--- config.mk ---
export PLATFORM = sky130hd
export DESIGN_NAME = systolic_feed_sequencer_flat
export DESIGN_NICKNAME = d
export VERILOG_FILES = /design/src/rtl/npu_seq_pkg.sv /design/src/rtl/systolic_feed_sequencer_if.sv /design/src/rtl/systolic_feed_sequencer_skew_mux.sv /design/src/rtl/systolic_feed_sequencer.sv /design/src/flat_wrapper.sv
export SDC_FILE = /design/constraint.sdc
export NUM_CORES = 1
export LEC_CHECK = 0
export BUFFER_PORTS_ARGS = -buffer_cell sky130_fd_sc_hd__clkbuf_2
export CORE_ASPECT_RATIO = 1.1
export CORE_MARGIN = 4
export CORE_UTILIZATION = 42
export CTS_CLUSTER_SIZE = 25
export DETAILED_ROUTE_END_ITERATION = 6
export PLACE_DENSITY = 0.68
export SLEW_MARGIN = 20
export SYNTH_ARGS = -nofsm -noshare
export SYNTH_HDL_FRONTEND = slang
export SYNTH_HIERARCHICAL = 1
export SYNTH_SLANG_ARGS = --single-unit
--- constraint.sdc ---
create_clock -name clk -period 1.7 [get_ports clk]
set_input_delay 0.085 -clock clk [delete_from_list [all_inputs] [get_ports clk]]
set_output_delay 0.085 -clock clk [all_outputs]
set_load 0.05 [all_outputs]
--- src/rtl/npu_seq_pkg.sv ---
// Shared types and sizing helpers for the systolic tile sequencer.
package npu_seq_pkg;

    typedef enum logic [1:0] {
        IDLE  = 2'd0,
        FEED  = 2'd1,
        DRAIN = 2'd2,
        DONE  = 2'd3
    } seq_state_e;

    // Step counter width: must hold the largest of the last feed step and the drain length.
    function automatic int cnt_w(input int n, input int drain_cyc);
        int m;
        m = ((2 * n - 1) > drain_cyc) ? (2 * n - 1) : drain_cyc;
        return $clog2(m + 1);
    endfunction

endpackage

--- src/rtl/systolic_feed_sequencer_if.sv ---
// Operand-tile request and skewed feed bus between buffers, sequencer and PE array.
// SEQ_TILE_COUNT_EN adds the completed-tile counter output.
interface systolic_feed_sequencer_if #(
    parameter int N  = 2,
    parameter int DW = 8
);
    logic                           start;
    logic [N-1:0][N-1:0][DW-1:0]    A;
    logic [N-1:0][N-1:0][DW-1:0]    B;
    logic                           busy;
    logic                           acc_clr;
    logic [N-1:0][DW-1:0]           a_feed;
    logic [N-1:0][DW-1:0]           b_feed;
    logic [N-1:0]                   a_vld;
    logic [N-1:0]                   b_vld;
    logic                           done;
`ifdef SEQ_TILE_COUNT_EN
    logic [15:0]                    tile_cnt;
`endif

    modport master (
        output start, A, B,
        input  busy, acc_clr, a_feed, b_feed, a_vld, b_vld, done
`ifdef SEQ_TILE_COUNT_EN
        , input tile_cnt
`endif
    );

    modport slave (
        input  start, A, B,
        output busy, acc_clr, a_feed, b_feed, a_vld, b_vld, done
`ifdef SEQ_TILE_COUNT_EN
        , output tile_cnt
`endif
    );

endinterface

--- src/rtl/systolic_feed_sequencer_skew_mux.sv ---
// Combinational diagonal skew: lane i presents element k=t-i of the latched tile while in window.
module systolic_skew_mux
    import npu_seq_pkg::*;
#(
    parameter int N        = 2,
    parameter int DW       = 8,
    parameter int CW       = 2,
    parameter bit COL_MODE = 1'b0
) (
    input  logic                        en,
    input  logic [CW-1:0]               t,
    input  logic [N-1:0][N-1:0][DW-1:0] tile,
    output logic [N-1:0][DW-1:0]        feed,
    output logic [N-1:0]                vld
);

    localparam int IW  = (N > 1) ? $clog2(N) : 1;
    localparam int DIW = CW + 1;

    for (genvar g = 0; g < N; g++) begin : g_lane
        logic [DIW-1:0] diff_s;
        logic [IW-1:0]  k_s;
        logic           hit_s;
        logic [DW-1:0]  sel_s;

        // The extra MSB of diff_s flags t<g, i.e. the lane has not entered its window yet.
        assign diff_s = {1'b0, t} - DIW'(g);
        assign k_s    = diff_s[IW-1:0];
        assign hit_s  = en & ~diff_s[DIW-1] & (diff_s[CW-1:0] < CW'(N));

        if (COL_MODE) begin : g_col
            assign sel_s = tile[k_s][g];
        end else begin : g_row
            assign sel_s = tile[g][k_s];
        end

        assign feed[g] = hit_s ? sel_s : {DW{1'b0}};
        assign vld[g]  = hit_s;
    end

endmodule

--- src/rtl/systolic_feed_sequencer.sv ---
// Tile sequencer for the NxN systolic array: latches a tile, feeds skewed streams, drains, signals done.
// Optional feature macro: SEQ_TILE_COUNT_EN (16-bit wrapping completed-tile counter).
module systolic_feed_sequencer
    import npu_seq_pkg::*;
#(
    parameter int N         = 2,
    parameter int DW        = 8,
    parameter int DRAIN_CYC = N
) (
    input  logic                    clk,
    input  logic                    rst,
    systolic_feed_sequencer_if.slave bus
);

    localparam int CW = cnt_w(N, DRAIN_CYC);
    localparam int NF = 2 * N - 1;

    seq_state_e                     state_r;
    seq_state_e                     state_nxt_s;
    logic [CW-1:0]                  t_r;
    logic [CW-1:0]                  t_nxt_s;
    logic                           cap_s;
    logic                           feed_en_s;
    logic [N-1:0][N-1:0][DW-1:0]    a_tile_r;
    logic [N-1:0][N-1:0][DW-1:0]    b_tile_r;

    // Next-state and step-counter decode; t is reused as the drain timer.
    always_comb begin
        state_nxt_s = state_r;
        t_nxt_s     = t_r;
        cap_s       = 1'b0;
        case (state_r)
            IDLE: begin
                t_nxt_s = {CW{1'b0}};
                if (bus.start) begin
                    state_nxt_s = FEED;
                    cap_s       = 1'b1;
                end else begin
                    state_nxt_s = IDLE;
                end
            end
            FEED: begin
                if (t_r == CW'(NF - 1)) begin
                    state_nxt_s = DRAIN;
                    t_nxt_s     = {CW{1'b0}};
                end else begin
                    t_nxt_s     = t_r + CW'(1);
                end
            end
            DRAIN: begin
                if (t_r == CW'(DRAIN_CYC - 1)) begin
                    state_nxt_s = DONE;
                    t_nxt_s     = {CW{1'b0}};
                end else begin
                    t_nxt_s     = t_r + CW'(1);
                end
            end
            DONE: begin
                state_nxt_s = IDLE;
                t_nxt_s     = {CW{1'b0}};
            end
            default: begin
                state_nxt_s = IDLE;
                t_nxt_s     = {CW{1'b0}};
            end
        endcase
    end

    // State and step counter registers.
    always_ff @(posedge clk or negedge rst) begin
        if (!rst) begin
            state_r <= IDLE;
            t_r     <= {CW{1'b0}};
        end else begin
            state_r <= state_nxt_s;
            t_r     <= t_nxt_s;
        end
    end

    // Operand tiles are captured only on the accepted start, so later A/B changes are ignored.
    always_ff @(posedge clk or negedge rst) begin
        if (!rst) begin
            a_tile_r <= '0;
            b_tile_r <= '0;
        end else if (cap_s) begin
            a_tile_r <= bus.A;
            b_tile_r <= bus.B;
        end
    end

    assign feed_en_s = (state_r == FEED);

    systolic_skew_mux #(
        .N        (N),
        .DW       (DW),
        .CW       (CW),
        .COL_MODE (1'b0)
    ) u_a_skew (
        .en   (feed_en_s),
        .t    (t_r),
        .tile (a_tile_r),
        .feed (bus.a_feed),
        .vld  (bus.a_vld)
    );

    systolic_skew_mux #(
        .N        (N),
        .DW       (DW),
        .CW       (CW),
        .COL_MODE (1'b1)
    ) u_b_skew (
        .en   (feed_en_s),
        .t    (t_r),
        .tile (b_tile_r),
        .feed (bus.b_feed),
        .vld  (bus.b_vld)
    );

    assign bus.busy    = (state_r != IDLE);
    assign bus.acc_clr = feed_en_s && (t_r == {CW{1'b0}});
    assign bus.done    = (state_r == DONE);

`ifdef SEQ_TILE_COUNT_EN
    logic [15:0] tile_cnt_r;

    // Completed-tile counter; wraps naturally at 16 bits.
    always_ff @(posedge clk or negedge rst) begin
        if (!rst) begin
            tile_cnt_r <= 16'd0;
        end else if (state_r == DONE) begin
            tile_cnt_r <= tile_cnt_r + 16'd1;
        end
    end

    assign bus.tile_cnt = tile_cnt_r;
`endif

endmodule
--- src/flat_wrapper.sv ---
// flat-port wrapper written by rule: the top's interface ports become plain ports
module systolic_feed_sequencer_flat import npu_seq_pkg::*;
#(
    parameter int N         = 2,
    parameter int DW        = 8,
    parameter int DRAIN_CYC = N
)
  (clk, rst, bus_start, bus_A, bus_B, bus_busy, bus_acc_clr, bus_a_feed, bus_b_feed, bus_a_vld, bus_b_vld, bus_done);
  systolic_feed_sequencer_if #(.N(N), .DW(DW)) bus_i ();
  input  logic clk;
  input  logic rst;
  input wire logic [$bits(bus_i.start)-1:0] bus_start;
  input wire logic [$bits(bus_i.A)-1:0] bus_A;
  input wire logic [$bits(bus_i.B)-1:0] bus_B;
  output wire logic [$bits(bus_i.busy)-1:0] bus_busy;
  output wire logic [$bits(bus_i.acc_clr)-1:0] bus_acc_clr;
  output wire logic [$bits(bus_i.a_feed)-1:0] bus_a_feed;
  output wire logic [$bits(bus_i.b_feed)-1:0] bus_b_feed;
  output wire logic [$bits(bus_i.a_vld)-1:0] bus_a_vld;
  output wire logic [$bits(bus_i.b_vld)-1:0] bus_b_vld;
  output wire logic [$bits(bus_i.done)-1:0] bus_done;
  assign bus_i.start = bus_start;
  assign bus_i.A = bus_A;
  assign bus_i.B = bus_B;
  assign bus_busy = bus_i.busy;
  assign bus_acc_clr = bus_i.acc_clr;
  assign bus_a_feed = bus_i.a_feed;
  assign bus_b_feed = bus_i.b_feed;
  assign bus_a_vld = bus_i.a_vld;
  assign bus_b_vld = bus_i.b_vld;
  assign bus_done = bus_i.done;
  systolic_feed_sequencer #(.N(N), .DW(DW), .DRAIN_CYC(DRAIN_CYC)) u_core (.clk(clk), .rst(rst), .bus(bus_i));
endmodule
Word level (Yosys, flattened, before mapping)
Index checks and enable logic that the tools add are counted.

operators by class
  order comparisons = 4
  reduce and logical (&&, ||, !) cells = 6
  mux-type cells = 21
  $add $sub $neg = 2
  eq/ne operators = 7
  bitwise logic cells = 4

operator list
  operator               count
  $mux W8                10
  $mux W16               2
  $mux W2                4
  $pmux W2 S4            1
  $eq A2 B2 Y1 const B   3
  $pmux W2 S3            1
  $eq A2 B1 Y1 const B   2
  $logic_not A2 Y1       2
  $lt A1 B2 Y1 const B   2
  $lt A2 B2 Y1 const B   2
  $and A1 B1 Y1          3
  $mux W1                3
  $sub A2 B1 Y3 const B  1
  $add A2 B1 Y2 const B  1
  $ne A2 B1 Y1 const B   1
  $ne A2 B2 Y1 const B   1
  $reduce_and A2 Y1      1
  $reduce_bool A2 Y1     1
  $reduce_or A2 Y1       1
  $logic_and A1 B1 Y1    1
  $not A1 Y1             1

word-level totals
  output and inout bits = 39
  register bits = 68
  bits of input ports = 67
  word-level logic and storage cells = 54

Longest topological paths before layout
Gate-level depths: netlist of run 1.

  depth in word-level cells = 5
  mapped depth = 7
  gate-level depth less buffers = 5

Modules after synthesis
Netlist of run 1, hierarchy kept.

by module, submodules not included
  module                   area each (µm²)  seq. area each (µm²)  cells each  instances
  systolic_feed_sequencer  2676.3           1701.6                160         1
  systolic_skew_mux        312.8            0.0                   44          2

Worst setup path after synthesis of run 1
No wires, ideal clock.

  kind = register -> output
  start point = register u_core.t_r[0]
  end point = output bus_a_feed[10]
  stages on the path, launching flop included = 7
  buffers on the path = 2
  data arrival time = 1.977 ns
  path slack = -0.362 ns
  required time = 1.615 ns
  cell sequence = dfrtp_1 > buf_6 > buf_12 > inv_1 > ha_1 > nand3b_1 > nor2_1

between the ends
  cells in the longest elaborated chain, start to end = 5
  elaborated cells on any way between the ends = 8
  classes of those cells = add/sub: 1; order compare: 1; mux: 3; bitwise: 3

ends and longest elaborated chain
  item                                                  RTL line                                text
  start, declared                                       systolic_feed_sequencer.sv:20           logic [CW-1:0] t_r;
  start signal, assigned                                systolic_feed_sequencer.sv:73           t_r <= {CW{1'b0}};
  start signal, assigned                                systolic_feed_sequencer.sv:76           t_r <= t_nxt_s;
  $sub A2 B1 Y3 (*)                                     systolic_feed_sequencer_skew_mux.sv:27  assign diff_s = {1'b0, t} - DIW'(g);
  branches (longest 3 deep; another with $lt A2 B2 Y1)  -
  $mux W8 (*)                                           systolic_feed_sequencer_skew_mux.sv:37  assign feed[g] = hit_s ? sel_s : {DW{1'b0}};
  end, declared                                         flat_wrapper.sv:17                      output wire logic [$bits(bus_i.a_feed)-1:0] bus_a_feed;

Mark *: on every way between the ends. The select of a mux whose other input is x is not followed.

Worst setup path in the final report of run 1
  start point = register u_core.t_r[0]
  end point = output bus_a_feed[0]

between the ends
  cells in the longest elaborated chain, start to end = 3
  elaborated cells on any way between the ends = 5
  classes of those cells = order compare: 1; mux: 3; bitwise: 1

ends and longest elaborated chain
  item                                             RTL line
  $lt A2 B2 Y1 / $mux W8 (equally long branches)   systolic_feed_sequencer_skew_mux.sv:29, systolic_feed_sequencer_skew_mux.sv:34
  $and A1 B1 Y1 / $mux W8 (equally long branches)  systolic_feed_sequencer_skew_mux.sv:29, systolic_feed_sequencer_skew_mux.sv:34
  $mux W8 (*)                                      systolic_feed_sequencer_skew_mux.sv:37

Mark *: on every way between the ends. The rest lies on a longest branch, timed or not. The select of a mux whose other input is x is not followed.

==> impl_metrics.ini, run 1 <==
[power]
fin_total_pwr_mw = 8.81
p_sw_frac = 0.392
combinationalPowerShare = 0.520
max-vdd-ir-drop_mv = 1.12
clockPowerShare = 0.148
internal_power_mw = 5.35
power-per-cell-area_nw_per_um2 = 1660
power_leakage_nw = 2.39
power_switching_mw = 3.46
p_seq_frac = 0.332

[cells_and_area]
area_growth_pct = 60.2
final_nets = 498
fillers = 538
drive_gt1_frac = 0.564
final_cell_area_um2 = 5290
antenna_cells = 0
final_util = 0.700

[synth]
synthCells = 248
postSynthAreaPerCell_um2 = 13.3
synth_xor_area_frac = 0
yosysSeqAreaShare = 0.515
synth-simple-area-share = 0.0584
synth_top_family_by_area = multiplexers
synthDistinctLibCells = 19
synthAdderAreaFrac = 0.0265
syn-cell-area_um2 = 3300
synthMuxAreaShare = 0.326
synth_nets = 322
ys_seq_elements = 68
synth_compound_area_frac = 0.00872
yosysWarnings = 6

[place]
postPlaceCellArea_um2 = 4050
io_buffers = 105
gp_congestion = 0.683
dp_hpwl_mm = 4.76
pre_cts_ws_ns = -0.0610

[run]
maxCapViolCount = 0

[critical_path]
worst_setup_path_start_kind = flop
critPathArrivalTime_ns = 1.65
crit_type = flop to output port
required_ns = 1.62
crit_slowest_cell = dfrtp_2
crit_cells = 5
reg2reg_setup_slack_ns = 0.08
r2r-start = u_core/state_r[0]
rr_worst_depth = 5
critPathMaxStageDelay_ns = 0.44
worstSetupEndpointType = output port
critPathTopFamily = buffers and inverters
crit_chain = buf_6 -> buf_6 -> mux2i_2 -> nor2_2 -> clkbuf_4
cp.buffers_inverters = 3
crit_top_cell = buf_6
crit_fanout = 11
startpoint = u_core/t_r[0]

[clock_tree]
cts_tree = built
clk_pin_slew_worst_paths_ns = 0.07
clock_latency_ns = 0.33
root_buffer = clkbuf_8
clock_path_buffers = 2
cts-htree-levels = 3
cts-buffers-inserted = 9
clock_sinks = 68

[hold_path]
min_path_cells = 2
min_from = bus_B[6]
hp-class = input port to flop

[detailed_routing]
dr.pass1.iters = 3
wl_per_cell_um = 14.9
drt_wl_total_mm = 7.98
vias = 2480
drc = 0
via_per_inst = 4.64
postRouteAntennaNets = 0
drt-initial-drc-count = 39

[timing]
clock_skew_ns = 0.00801
max_slew.worst_pin.slew_ns = 0.361
tns_ns = -0.184
fin_crit_sh = 1.02
relSlewSlack = 0.759
period_minus_slack_ns = 1.74
hold_viol_final = 0
rsz0062_at_grt = yes
setup_violations = 10
setup_ws_ns = -0.0388
max_freq_mhz = 575
slew_viol_final = 0

[floorplan]
core.rowCount = 33
pin_count = 106
coreArea_um2 = 7560
fp.dieW_um = 92.5
die_area_um2 = 9350
start_util = 0.437
die_h_um = 101

[status]
status = complete, but fails checks
violations = setup timing

[grt]
track_usage = 0.174
grt_max_degree = 69
grt_overflow_total = 0
antenna_found_initial = 0
grt_pass1_wl_mm = 12.8
grt_pass1_vias = 2698
per-layer routing:
| metal | routed length [µm] | GRT usage |
|---|---|---|
| met3 | 377 | 0.0336 |
| met5 | 0 | 0 |
| met4 | 95 | 0.0617 |
| met2 | 4440 | 0.318 |
| met1 | 3070 | 0.202 |
cell families (layout without fill, tap and decap cells):
family,count (synthesis),in the layout
muxes,99,99
DFF,68,68
AOI/OAI and AO/OA,4,4
buffers and inverters,28,209
and+or+nand+nor,42,42
adders and majority gates,7,7
power by group through the flow:
| stage | sequential, mW | clock (mW) | combinational (mW) |
|---|---|---|---|
| after floorplan | 2.78 | 0 | 3.30 |
| after global placement | 2.84 | 0 | 3.81 |
| after detailed placement | 2.89 | 0 | 3.89 |
| after CTS | 2.87 | 1.36 | 4.27 |
| after global routing | 3.02 | 1.43 | 4.86 |
| final | 2.92 | 1.30 | 4.58 |
sequential cells by signal, indices dropped and copies added (netlist names):
name             flops
u_core/b_tile_r     32
u_core/a_tile_r     32
u_core/t_r           2
u_core/state_r       2
path summary, 6_finish.rpt:
| path | endpoint |
|---|---|
| setup / recovery | bus_a_feed[0] |
| hold / removal | u_core/b_tile_r[6] |
| setup reg to reg | u_core/a_tile_r[29] |
| hold reg to reg | u_core/a_tile_r[10] |
| max in group asynchronous | u_core/a_tile_r[6] |
| min in group asynchronous | u_core/b_tile_r[24] |
synth_stat cells, drive strengths merged:
library cell	count	area, µm²
a21oi	3	22.5
buf	16	170
dfrtp	68	1700
ha	7	87.6
inv	12	45.0
mux2	65	736
mux2i	34	340
nand2	1	11.3
nand2b	5	38.8
nand3b	2	15.0
nor2	34	128
o22ai	1	6.26
stage by stage:
stage,cells,hold slack (ns)
6_report,534,0.0378
5_1_grt,534,0.0214
3_5_place_dp,452,0.138
3_3_place_gp,452,0.138
2_1_floorplan,248,-0.211
4_1_cts,531,0.000144
layout by cell type, fill, tap and decap left out, drive strengths merged:
cell and count:
clkbuf 83, dfrtp 68, mux2 65, dlygate4sd3 64
buf 44, mux2i 34, nor2 34, inv 12
ha 7, nand2b 5, clkinv 3, a21oi 3
clkinvlp 2, nand3b 2, bufinv 1, o22ai 1
nand2 1
area by class of cell:
| type | instances | area [µm²] | share of cell area |
|---|---|---|---|
| Multi-Input combinational cell | 152 | 1600 | 0.302 |
| Clock buffer | 10 | 138 | 0.0260 |
| Tap cell | 105 | 131 | 0.0248 |
| Sequential cell | 68 | 1700 | 0.322 |
| Clock inverter | 6 | 63.8 | 0.0121 |
| Inverter | 12 | 47.5 | 0.00899 |
| Timing Repair Buffer | 181 | 1610 | 0.304 |
repair_timing:
item | 4_1_cts | 5_1_grt
hold buffers | 62 | 2
hold endpoints to repair | 129 | 2
setup endpoints to repair | 37 | 38
gates resized for setup | 63 | 55
pin swaps | 0 | 0
buffers inserted | 1 | 1
(Power assumes the default switching activity.)
==> inputs of run 2 (changes only) <==
--- a/config.mk
+++ b/config.mk
@@ -9,11 +9,11 @@
 export CORE_ASPECT_RATIO = 1.1
 export CORE_MARGIN = 4
 export CORE_UTILIZATION = 42
+export CTS_CLUSTER_DIAMETER = 40
 export CTS_CLUSTER_SIZE = 25
 export DETAILED_ROUTE_END_ITERATION = 6
 export PLACE_DENSITY = 0.68
 export SLEW_MARGIN = 20
 export SYNTH_ARGS = -nofsm -noshare
 export SYNTH_HDL_FRONTEND = slang
-export SYNTH_HIERARCHICAL = 1
 export SYNTH_SLANG_ARGS = --single-unit
==> run 2 against run 1 <==
  * The run still ends with setup timing left
  * Critical path depth grew 1
  * Register-to-register slack improved by 0.02 ns
  * Synthesized cell count decreased by 1.6%
  * Wire length is 4.8% higher
  * Highest routed layer unchanged
  * Combinational power increased by 2%
  * Largest cell class is now non-clock buffers
  * Non-clock buffer count up 11
  * Maximum frequency down 2.1%
==> impl_metrics.ini, run 2 <==
[detailed_routing]
drc = 0
drt-initial-drc-count = 35
vias = 2509
postRouteAntennaNets = 0
dr.pass1.iters = 4
drt_wl_total_mm = 8.37
via_per_inst = 4.65
wl_per_cell_um = 15.5

[synth]
synth.most_common_cell = dfrtp_1
yosysSeqAreaShare = 0.517
ys.flop_type = dfrtp_1
synth_common_cells = dfrtp_1 (68), mux2_2 (60), mux2i_1 (34)
syn-cell-area_um2 = 3290
postSynthAreaPerCell_um2 = 13.5
synth-edff-count = 0
yosysWarnings = 0
synthDistinctLibCells = 17
synth_top_area_frac = 0.517
synth_largest_area_cell = dfrtp_1
synthTopCellsByArea = dfrtp_1 (52%), mux2_2 (21%), mux2i_1 (10%), ha_1 (3.8%), nor2_1 (3.6%)
synth_nets = 321
synthCells = 244
ys_seq_elements = 68
synthArstFlopShare = 1.00

[cells_and_area]
layout.cells.most_common = clkbuf_2
top_regs = u_core.a_tile_r x32, u_core.b_tile_r x32
fillers = 514
final_nets = 507
final_util = 0.729
multiInputGateArea_um2 = 1640
drive_gt1_frac = 0.584
area_growth_pct = 67.4
mostFrequentLayoutCells = clkbuf_2 (68), dfrtp_1 (67), dlygate4sd3_1 (65)
antenna_cells = 0
seqCellArea_um2 = 1700

[hold_path]
hp-class = input port to flop

[floorplan]
die_area_um2 = 9320
start_util = 0.436
core.rowCount = 33
die_h_um = 101
coreArea_um2 = 7560
fp.dieW_um = 92.4
pin_count = 106

[timing]
hold_viol_final = 0
relSlewSlack = 0.627
clock_skew_ns = 0.00851
rsz0062_at_grt = yes
tns_ns = -0.951
max_freq_mhz = 563
period_minus_slack_ns = 1.78
setup_ws_ns = -0.0766
setup_violations = 19
max_slew.worst_pin.slew_ns = 0.560
slew_viol_final = 0
fin_crit_sh = 1.05

[status]
status = complete, but fails checks
violations = setup timing

[clock_tree]
cts-htree-levels = 3
cts-buffers-inserted = 9
clock_path_buffers = 2
clock_latency_ns = 0.34
clock_sinks = 68
root_buffer = clkbuf_8
cts_tree = built
clk_pin_slew_worst_paths_ns = 0.07

[grt]
grtUsageMet2 = 0.344
antenna_found_initial = 0
grt_pass1_vias = 2823
grt_max_degree = 33
grt_overflow_total = 0
grt_busiest_layer = met2
grtUsageMet3 = 0.0388
grt_pass1_wl_mm = 13.5
gr-usage-met1 = 0.214
track_usage = 0.188

[critical_path]
crit_fanout = 6
required_ns = 1.62
worstSetupEndpointType = output port
critPathArrivalTime_ns = 1.69
crit_type = flop to output port
worst_setup_path_start_kind = flop

[place]
dp_hpwl_mm = 5.07
io_buffers = 105
gp_congestion = 0.705

[power]
p_seq_frac = 0.321
combinationalPowerShare = 0.516
p_sw_frac = 0.382
max-vdd-ir-drop_mv = 1.02
power_switching_mw = 3.47
clockPowerShare = 0.163
power_leakage_nw = 2.51
internal_power_mw = 5.61
power-per-cell-area_nw_per_um2 = 1650

[run]
maxCapViolCount = 0
## run 2: per-stage QoR
step	std cells	hold WS [ns]	area (µm²)	setup slack, ns	total power [mW]
6_report	540	0.131	5510	-0.0766	9.08
5_1_grt	540	0.148	5510	-0.142	9.59
4_1_cts	538	0.126	5370	-0.111	8.75
3_5_place_dp	450	0.106	4080	0.0735	6.74
3_3_place_gp	450	0.0952	4080	0.107	6.64
2_1_floorplan	244	-0.211	3460	-0.181	6.00
## run 2: cell families (layout without fill, tap and decap cells)
group / count (synthesis) / in the layout / share of synthesized area
adders and majority gates: 10 / 10 / 0.0380
muxes: 99 / 99 / 0.331
buffers and inverters: 26 / 217 / 0.0574
AOI/OAI and AO/OA: 3 / 3 / 0.00760
and+or+nand+nor: 38 / 38 / 0.0487
DFF: 68 / 68 / 0.517
## run 2: timing repair
item,in CTS,in global routing
buffers inserted,6,2
pin swaps,8,1
hold buffers,65,0
resized for setup,84,61
hold endpoints to repair,83,0
endpoints found under the setup margin,36,37
gates cloned,1,0
## run 2: per-layer routing
layer | vias to the layer above | routed length, µm
met5 | - | 0
met4 | 0 | 122
met3 | 11 | 470
met2 | 73 | 4440
met1 | 1224 | 3330
li1 | 1201 | -
## run 2: final timing paths
kind | depth (start not counted) | end | slack (ns) | start
hold reg to reg | 1 | u_core.b_tile_r[7] | 0.51 | u_core.b_tile_r[7]
max in group asynchronous | 3 | u_core.b_tile_r[25] | 0.87 | rst
setup / recovery | 6 | bus_b_feed[13] | -0.08 | u_core.t_r[1]
setup reg to reg | 5 | u_core.a_tile_r[0] | 0.10 | u_core.state_r[0]
min in group asynchronous | 2 | u_core.b_tile_r[31] | 0.27 | rst
hold / removal | 3 | u_core.state_r[0] | 0.13 | bus_start
## run 2: worst max-delay path, stage by stage (launching register included)
cell and delay (ns):
dfrtp_1 0.37, inv_2 0.07, ha_4 0.27, nand3b_4 0.17, buf_16 0.21, nor2_4 0.10, buf_8 0.15
## run 2: final cells by class
type	count	share of cell area
repair buffers	192	0.322
flip-flops and latches	68	0.309
multi-input cells	150	0.297
clock buffers	10	0.0250
well taps	105	0.0238
clock inverters	6	0.0159
inverters	9	0.00749
## run 2: power groups by stage
| stage | clock network [mW] | registers (mW) | logic [mW] |
|---|---|---|---|
| after global routing | 1.58 | 3.00 | 5.00 |
| after global placement | 0 | 2.84 | 3.80 |
| after floorplan | 0 | 2.76 | 3.24 |
| final | 1.48 | 2.91 | 4.69 |
| after detailed placement | 0 | 2.89 | 3.85 |
| after CTS | 1.52 | 2.86 | 4.37 |
